**src/rtl/sn_gen_multi.sv**
```systemverilog
// -----------------------------------------------------------------------------
// sn_gen_multi
// Multi-channel stochastic number generator. Each of CHANNELS lanes owns a
// WIDTH-bit Fibonacci LFSR and a pre-converted threshold. A START request
// emits LEN bit-parallel beats on a valid/ready stream, then DONE pulses.
//
// Ports
//   clk_i         clock
//   rst_i         synchronous active-high reset
//   wr_en_i       register write strobe (honoured only while idle)
//   wr_addr_i     0..CH-1 threshold, CH..2CH-1 seed, 2CH stream length
//   wr_data_i     write data (length uses the low LEN_W bits)
//   start_i       single-cycle start request
//   busy_o        high while a stream is running or draining
//   done_o        one-cycle pulse when a stream completes
//   sn_valid_o    output beat valid
//   sn_ready_i    downstream accepts the beat
//   sn_out_p_o    primary stream bit per lane
//   sn_out_n_o    negative-line bit per lane (two-line mode only)
// -----------------------------------------------------------------------------
module sn_gen_multi #(
  parameter int WIDTH    = 32,
  parameter int CHANNELS = 4,
  parameter int MODE     = 0,
  parameter int LEN_W    = 16,
  parameter int ADDR_W   = $clog2(2*CHANNELS+1)
) (
  input  logic                clk_i,
  input  logic                rst_i,
  input  logic                wr_en_i,
  input  logic [ADDR_W-1:0]   wr_addr_i,
  input  logic [WIDTH-1:0]    wr_data_i,
  input  logic                start_i,
  output logic                busy_o,
  output logic                done_o,
  output logic                sn_valid_o,
  input  logic                sn_ready_i,
  output logic [CHANNELS-1:0] sn_out_p_o,
  output logic [CHANNELS-1:0] sn_out_n_o
);

  // Feedback tap masks for the supported widths.
  localparam logic [31:0] TAP_MASK32 = (WIDTH == 8)  ? 32'h0000_00B8 :
                                       (WIDTH == 16) ? 32'h0000_D008 :
                                                       32'h8020_0003;
  localparam logic [WIDTH-1:0]  TAPS     = TAP_MASK32[WIDTH-1:0];
  localparam logic [ADDR_W-1:0] LEN_ADDR = ADDR_W'(2*CHANNELS);

  typedef enum logic [1:0] {S_IDLE, S_RUN, S_DRAIN} state_e;

  function automatic logic [WIDTH-1:0] lfsr_next(input logic [WIDTH-1:0] r);
    return {r[WIDTH-2:0], ^(r & TAPS)};
  endfunction

  // Thresholds are stored already converted so the compare path is a plain
  // magnitude compare.
  function automatic logic [WIDTH-1:0] conv_thr(input logic [WIDTH-1:0] t);
    logic [WIDTH-1:0] c;
    if (MODE == 0)      c = t[WIDTH-1] ? '0 : t;
    else if (MODE == 1) c = {~t[WIDTH-1], t[WIDTH-2:0]};
    else                c = t ^ {1'b0, {(WIDTH-1){t[WIDTH-1]}}};
    return c;
  endfunction

  state_e              state_q, state_d;
  logic [LEN_W-1:0]    cnt_q, cnt_d;
  logic [LEN_W-1:0]    len_q;
  logic                valid_q;
  logic [CHANNELS-1:0] p_q, n_q, p_d, n_d;
  logic                done_q, done_d;

  // A write that coincides with an accepted START must not disturb the
  // stream it starts, so it is parked here and applied when the stream ends.
  logic                pw_vld_q;
  logic [ADDR_W-1:0]   pw_addr_q;
  logic [WIDTH-1:0]    pw_data_q;

  logic                step, accept, start_go, finish, defer, wr_go;
  logic                eff_en;
  logic [ADDR_W-1:0]   eff_addr;
  logic [WIDTH-1:0]    eff_data;

  assign accept   = valid_q & sn_ready_i;
  assign step     = (state_q == S_RUN) & (~valid_q | sn_ready_i);
  assign start_go = (state_q == S_IDLE) & start_i;
  assign finish   = (state_q == S_DRAIN) & accept;
  assign defer    = start_go & (len_q != '0) & wr_en_i;
  assign wr_go    = (state_q == S_IDLE) & wr_en_i & ~defer;
  assign eff_en   = wr_go | (finish & pw_vld_q);
  assign eff_addr = wr_go ? wr_addr_i : pw_addr_q;
  assign eff_data = wr_go ? wr_data_i : pw_data_q;

  // ---------------------------------------------------------------- FSM
  always_ff @(posedge clk_i) begin
    if (rst_i) state_q <= S_IDLE;
    else       state_q <= state_d;
  end

  always_comb begin
    state_d = state_q;
    case (state_q)
      S_IDLE:  if (start_i && len_q != '0) state_d = S_RUN;
      S_RUN:   if (step && cnt_q == len_q - LEN_W'(1)) state_d = S_DRAIN;
      S_DRAIN: if (accept) state_d = S_IDLE;
      default: state_d = S_IDLE;
    endcase
  end

  always_comb begin
    busy_o = (state_q != S_IDLE);
  end

  // ---------------------------------------------------------------- control
  always_comb begin
    cnt_d = cnt_q;
    if (start_go)  cnt_d = '0;
    else if (step) cnt_d = cnt_q + LEN_W'(1);
  end

  // A zero-length START completes immediately without entering RUN.
  assign done_d = (start_go & (len_q == '0)) | finish;

  always_ff @(posedge clk_i) begin
    if (rst_i) begin
      cnt_q     <= '0;
      len_q     <= '0;
      done_q    <= 1'b0;
      pw_vld_q  <= 1'b0;
      pw_addr_q <= '0;
      pw_data_q <= '0;
    end else begin
      cnt_q  <= cnt_d;
      done_q <= done_d;
      if (eff_en && eff_addr == LEN_ADDR) len_q <= LEN_W'(eff_data);
      if (defer) begin
        pw_vld_q  <= 1'b1;
        pw_addr_q <= wr_addr_i;
        pw_data_q <= wr_data_i;
      end else if (finish) begin
        pw_vld_q  <= 1'b0;
      end
    end
  end

  // ---------------------------------------------------------------- lanes
  for (genvar gi = 0; gi < CHANNELS; gi++) begin : g_lane
    localparam logic [ADDR_W-1:0] THR_ADDR  = ADDR_W'(gi);
    localparam logic [ADDR_W-1:0] SEED_ADDR = ADDR_W'(CHANNELS + gi);

    logic [WIDTH-1:0] lfsr_q, thr_q, lfsr_nx;

    assign lfsr_nx = lfsr_next(lfsr_q);

    always_ff @(posedge clk_i) begin
      if (rst_i) begin
        lfsr_q <= WIDTH'(1);
        thr_q  <= '0;
      end else begin
        if (eff_en && eff_addr == THR_ADDR) thr_q <= conv_thr(eff_data);
        // A zero seed would lock the LFSR; substitute 1.
        if (eff_en && eff_addr == SEED_ADDR)
          lfsr_q <= (eff_data == '0) ? WIDTH'(1) : eff_data;
        else if (step)
          lfsr_q <= lfsr_nx;
      end
    end

    if (MODE == 1) begin : g_bip
      assign p_d[gi] = (lfsr_nx < thr_q);
      assign n_d[gi] = 1'b0;
    end else begin : g_mag
      // Unipolar thresholds never have the sign bit set, so masking with it
      // is harmless there and gives the two-line positive rail directly.
      logic hit;
      assign hit     = (lfsr_nx[WIDTH-1:1] < thr_q[WIDTH-2:0]);
      assign p_d[gi] = hit & ~thr_q[WIDTH-1];
      assign n_d[gi] = (MODE == 2) ? (hit & thr_q[WIDTH-1]) : 1'b0;
    end
  end

  // ---------------------------------------------------------------- output
  always_ff @(posedge clk_i) begin
    if (rst_i) begin
      valid_q <= 1'b0;
      p_q     <= '0;
      n_q     <= '0;
    end else if (step) begin
      valid_q <= 1'b1;
      p_q     <= p_d;
      n_q     <= n_d;
    end else if (accept) begin
      valid_q <= 1'b0;   // bits hold their last value
    end
  end

  assign done_o     = done_q;
  assign sn_valid_o = valid_q;
  assign sn_out_p_o = p_q;
  assign sn_out_n_o = n_q;

endmodule

```
**config.mk**
```make
export PLATFORM = sky130hd
export DESIGN_NAME = sn_gen_multi
export DESIGN_NICKNAME = d
export VERILOG_FILES = /design/src/rtl/sn_gen_multi.sv
export SDC_FILE = /design/constraint.sdc
export NUM_CORES = 1
export LEC_CHECK = 0
export ABC_AREA = 0
export ABC_CLOCK_PERIOD_IN_PS = 3850
export CORE_ASPECT_RATIO = 1.5
export CORE_MARGIN = 4
export CORE_UTILIZATION = 45
export CTS_BUF_LIST = sky130_fd_sc_hd__clkbuf_8
export DETAILED_ROUTE_END_ITERATION = 10
export PLACE_DENSITY = 0.6
export REMOVE_ABC_BUFFERS = 1
export SLEW_MARGIN = 25
export SYNTH_ARGS = -nofsm -noshare
export SYNTH_HDL_FRONTEND = slang
export SYNTH_SLANG_ARGS = --single-unit
```
**constraint.sdc**
```tcl
create_clock -name clk_i -period 3.85 [get_ports clk_i]
set_input_delay 0.77 -clock clk_i [delete_from_list [all_inputs] [get_ports clk_i]]
set_output_delay 0.77 -clock clk_i [all_outputs]
set_load 0.03 [all_outputs]
```
; ---- Word level (Yosys, flattened, before mapping)
; Index checks and enable logic that the tools add are counted.
[op_classes]
add_sub_neg = 2
n_mul = 0
div = 0
n_lt_le_gt_ge = 4
eq_ne = 14
n_shift = 0
mux = 20
bitwise = 23
reduce_logical = 29
[op_table]
columns = operator, n
row1 = $mux W32, 10
row2 = $reduce_xor A32 Y1, 4
row3 = $lt A31 B31 Y1, 4
row4 = $logic_not A32 Y1, 1
row5 = $mux W31, 1
row6 = $add A16 B1 Y16 const B, 1
row7 = $eq A16 B16 Y1, 1
row8 = $eq A4 B3 Y1 const B, 4
row9 = $logic_not A16 Y1, 1
row10 = $reduce_bool A16 Y1, 1
row11 = $sub A16 B1 Y16 const B, 1
row12 = $and A1 B1 Y1, 14
row13 = $reduce_bool A2 Y1, 7
row14 = $logic_and A1 B1 Y1, 11
row15 = $eq A4 B2 Y1 const B, 2
row16 = $mux W2, 3
row17 = $not A1 Y1, 6
row18 = $pmux W2 S3, 1
row19 = $eq A4 B1 Y1 const B, 1
row20 = $eq A4 B4 Y1 const B, 1
row21 = $logic_not A4 Y1, 1
row22 = $mux W1, 4
row23 = $mux W4, 1
row24 = $ne A2 B1 Y1 const B, 2
row25 = other kinds (7), 9
[totals]
regBits = 333
latchBits = 0
ram_bits = 0
mem_bits_ro = 0
in_bits = 41
out_inout_bits = 11
elab_cells = 109
memories = 0

; ---- Depth between registers and ports, before layout
[logic_depth]
ltp_word = 10
ltp_mapped = 12

; ---- Worst setup path before layout
; Ideal clock, no wire load.
[synth_timing]
path_kind = reg-to-reg
from = register len_q[0]
to = register g_lane[2].lfsr_q[25]
setup_ns = 0.089
arrival_ns = 2.704
slack_ns = 1.057
path_stages_with_launch = 12
path_buffers = 2
synth_period_minus_slack_ns = 2.793
path_cell_list = dfxtp_1 -> inv_1 -> ha_1 -> or3b_2 -> nor4b_4 -> nor2_1 -> or4_1 -> buf_6 -> nand2_8 -> buf_6 -> nor2_1 -> a311oi_2
[synth_between]
elab_chain_cells = 9
[synth_lines]
columns = element, line_no
row1 = "start, declared", 67  ; logic [LEN_W-1:0] len_q;
row2 = "start signal, assigned", 134  ; if (eff_en && eff_addr == LEN_ADDR) len_q <= LEN_W'(eff_data);
row3 = $reduce_bool A16 Y1 *, 87  ; assign defer = start_go & (len_q != '0) & wr_en_i;
row4 = $and A1 B1 Y1 * (2 in a row), 87
row5 = $not A1 Y1 *, 88  ; assign wr_go = (state_q == S_IDLE) & wr_en_i & ~defer;
row6 = $and A1 B1 Y1 *, 88
row7 = $mux W32 / $mux W4 (equally long branches), "91, 90"
row8 = $logic_not A32 Y1 / $eq A4 B3 Y1 (equally long branches), "162, 161"
row9 = $mux W32 / $logic_and A1 B1 Y1 (equally long branches), "162, 161"
row10 = $mux W32 / $reduce_bool A2 Y1 (equally long branches), --
row11 = "end signal, assigned", 162  ; lfsr_q <= (eff_data == '0) ? WIDTH'(1) : eff_data;
row12 = "end signal, assigned", 164  ; lfsr_q <= lfsr_nx;
row13 = "end, declared", 150  ; logic [WIDTH-1:0] lfsr_q, thr_q, lfsr_nx;
; Mark *: on every way between the ends. The rest lies on a longest branch, timed or not.
; A chain may end at the register's enable or synchronous reset.

; ---- Worst setup path after layout
[layout_timing]
from = register len_q[0]
to = register g_lane[1].thr_q[11]
[layout_between]
elab_chain_cells = 8
[layout_lines]
columns = element, line_no
row1 = $reduce_bool A16 Y1 *, 87
row2 = $and A1 B1 Y1 * (2 in a row), 87
row3 = $not A1 Y1 *, 88
row4 = $and A1 B1 Y1 *, 88
row5 = $mux W4, 90  ; assign eff_addr = wr_go ? wr_addr_i : pw_addr_q;
row6 = $eq A4 B1 Y1, 159  ; if (eff_en && eff_addr == THR_ADDR) thr_q <= conv_thr(eff_data);
row7 = $logic_and A1 B1 Y1, 159
row8 = "end signal, assigned", 159
row9 = "end, declared", 150
; Marked as above.

==> results.md <==
* Status: finished, final reports clean
* Total wire length at 54990 um
* Pin count of the biggest net entering global routing at 69
* Clock Sink Count at 329
* Post_cts resized at 0
* Hold EP: g_lane[0].thr_q[5]
* Global Route met2 Usage at 44.79%
* RSZ-0062 raised after global routing: false
* Commonest non-fill, non-tap cells in the layout: 329 x dfxtp_1, 322 x nand2_1, 193 x o21ai_0
* Crit Path Class: flip-flop to flip-flop
* H-tree depth at 2
* M1 GR Usage at 29.38%
* Maximum operating frequency at 290.8 MHz
* Avg Cell Area, Syn at 8.140 um2
* Fin area at 20240 um2
* Net switching power at 4.466 mW
* Drt wl/cell at 19.84 um
* Avg Vias per Cell at 5.773
* Core Box Area at 39420 um2
* I/O pins at 52
* Clock Latency Late Sink at 0.63 ns
* GRT Util Overall at 25.02%
* NumNets Final at 2394
* Peak supply drop at 0.2219 mV
* Worst slew pin tran at 1.029 ns
* CTS tree: done
* Number of synthesized flops with an enable pin at 0
* Hold buffers post-CTS at 0
* Vias after detailed routing at 16004
* Initial Util at 45.49%
* Min-delay src: g_lane[0].thr_q[5]
* Reg-to-reg startpoint: len_q[0]
* Data arrival, critical path at 3.90 ns
* TritonCTS Buffers at 54
* Met3 usage at 2.957%
* Tmin final at 3.439 ns
* Hold Path Class: flip-flop to flip-flop
* Leak at 7.723 nW
* First-pass GRT wire length at 86090 um
* Crit end category: flip-flop
* Post-DP HPWL at 38240 um
* Max-cap violations at 0
* Post-route clock period utilization at 89.32%
* Worst setup SP type: flip-flop
* Max clock buf depth at 3
* Die Y at 252.5 um
* Die W at 171.0 um
* Power per cell area at 551.8 nW/um2
* Iter 0 DRT Violations at 909
* Clock Power Share at 27.6%
* Synth-to-Final Area Change at 12.87%
* Port Buffers at 47
* Utilization after layout at 51.35%
* Synth unique cells at 62
* GR peak layer: met2
* Terminus of the critical flop-to-flop path: g_lane[1].thr_q[11]
* R2R cell count at 10
* Crit-path max FO at 34
* Slew Viols, Final at 0
* Yosys Warn Count at 0
* Tightest hold margin at 0.4702 ns
* Switching Share at 39.99%
* Int Pwr at 6.703 mW
* Die footprint at 43180 um2
* Post CTS Setup Buffer Count at 0
* Routed Antenna Nets at 0
* Hold Crit Depth at 2
* Initial antenna violation count at 1
* Drt pass-1 iters at 5
* Residual DRC at 0
* Slew margin rel. at 30.51%
* Async S/R FF share, synth at 0%
* Combinational power share at 37.1%
* Mapped Area at 17930 um2
* Clk slew on worst S/H paths at 0.07 ns
* Prevailing post-synth register cell: dfxtp_1
* FF+latch count, synth at 329
* Final hold vios at 0
* Total grt overflow at 0
* Cells after Synth at 2203
* # setup viols final at 0
* Vias in the first global route at 15720
* CP required at 4.31 ns
* Sequential share of power at 35.3%
* Cell Area, Placed at 19170 um2
* Seq/Total Area, Yosys at 36.73%
* Root buf cell: clkbuf_8
* Layout Skew at 0.03820 ns
* Global placer's final weighted congestion at 0.8599
* Fraction of layout cells with a size suffix above 1 at 10.35%
* Reg2reg setup slack at 0.41 ns
* Rows at 89
* Commonest non-fill, non-tap cell in the layout: dfxtp_1
synth_stat cells (all sizes together), types with 3 or more instances:
cell type | n | area (um2)
ha | 122 | 1526
nor2b | 15 | 93.84
a2bb2oi | 5 | 43.79
a2111oi | 7 | 61.31
buf | 46 | 286.5
a31oi | 6 | 37.54
o311ai | 4 | 35.03
xor2 | 19 | 166.4
a311oi | 63 | 902.1
mux2i | 64 | 640.6
a21oi | 113 | 569.3
nor3 | 14 | 70.07
nor2 | 169 | 634.4
nand2 | 326 | 1259
and3 | 21 | 131.4
o21ai | 197 | 997.2
o211ai | 3 | 22.52
a211o | 3 | 26.28
nor3b | 66 | 495.5
xnor2 | 30 | 262.8
and4 | 8 | 70.07
clkbuf | 112 | 421.7
nand2b | 9 | 56.30
dfxtp | 329 | 6586
a21o | 22 | 165.2
or3 | 6 | 37.54
inv | 129 | 484.2
o21bai | 3 | 22.52
nand4 | 28 | 175.2
nand3 | 140 | 700.7
a211oi | 76 | 570.6
nor4 | 22 | 137.6
o2111ai | 3 | 26.28
worst max-delay path by stage:
stage,startpoint,to,slack (ns)
after detailed placement,wr_en_i,g_lane[0].thr_q[11],0.15
after CTS,len_q[0],g_lane[0].thr_q[11],0.43
after global placement,wr_en_i,g_lane[2].thr_q[11],0.20
after floorplan,sn_ready_i,cnt_q[15],-1.16
final,len_q[0],g_lane[1].thr_q[11],0.41
after global routing,len_q[0],g_lane[1].thr_q[17],0.25
sequential cells by signal, indices dropped and copies added (netlist names):
register       count
pw_vld_q           1
sn_valid_o         1
g_lane.lfsr_q    128
done_o             1
pw_data_q         32
g_lane.thr_q     124
cnt_q             16
state_q            2
sn_out_p_o         4
len_q             16
pw_addr_q          4
cell families (layout without fill, tap and decap cells):
| logic type | Yosys count | count (layout) | synth area share, % |
|---|---|---|---|
| multiplexers | 66 | 66 | 3.719 |
| XOR/XNOR | 49 | 49 | 2.393 |
| buffers and inverters | 287 | 352 | 6.649 |
| AO/OA/AOI/OAI | 512 | 512 | 19.75 |
| AND/OR/NAND/NOR | 837 | 837 | 22.23 |
| adder cells (fa/ha/maj) | 122 | 122 | 8.512 |
| flip-flops | 329 | 329 | 36.73 |
| other | 1 | 5 | 0.02091 |
power groups by stage:
stage               registers (mW)  logic, mW  clock network (mW)
floorplan                     3.96       2.44                   0
detailed placement            4.01       4.12                   0
CTS                           3.93       4.14                3.15
global placement              4.00       4.06                   0
finish                        3.94       4.15                3.08
global route                  3.97       4.47                3.28
final cells by class:
| type | count | area, um2 |
|---|---|---|
| sequential | 329 | 6586 |
| timing repair buffer | 127 | 1250 |
| tap | 500 | 625.6 |
| clock inverter | 26 | 106.4 |
| fill | 3865 | 19180 |
| multi-input combinational | 1590 | 10220 |
| antenna | 1 | 2.502 |
| clock buffer | 70 | 963.4 |
| inverter | 129 | 486.7 |
critical path, cell delays in order, from the launching register on:
cell,delay [ns]
dfxtp_1,0.35
inv_1,0.07
ha_1,0.23
or3b_2,0.55
nor4b_4,0.33
buf_4,0.24
a21o_4,0.35
buf_12,0.26
nor3b_1,0.08
o21ai_0,0.61
o21ai_0,0.18
layer usage:
metal | share of wire (%) | wire length, um
met3 | 3.4 | 1843
met4 | 5.2 | 2845
met2 | 50 | 27660
met1 | 41 | 22630
met5 | 0 | 0
per-stage QoR:
step           worst slack (ns)  total power, mW  setup TNS [ns]  std cells
5_1_grt                  0.2499            11.72               0       2772
4_1_cts                  0.4299            11.22               0       2771
3_3_place_gp             0.2047            8.064               0       2675
2_1_floorplan            -1.159            6.399         -196.94       2048
6_report                 0.4113            11.17               0       2772
3_5_place_dp             0.1521            8.129               0       2675
Note: power is estimated with default switching activity, not from simulation.
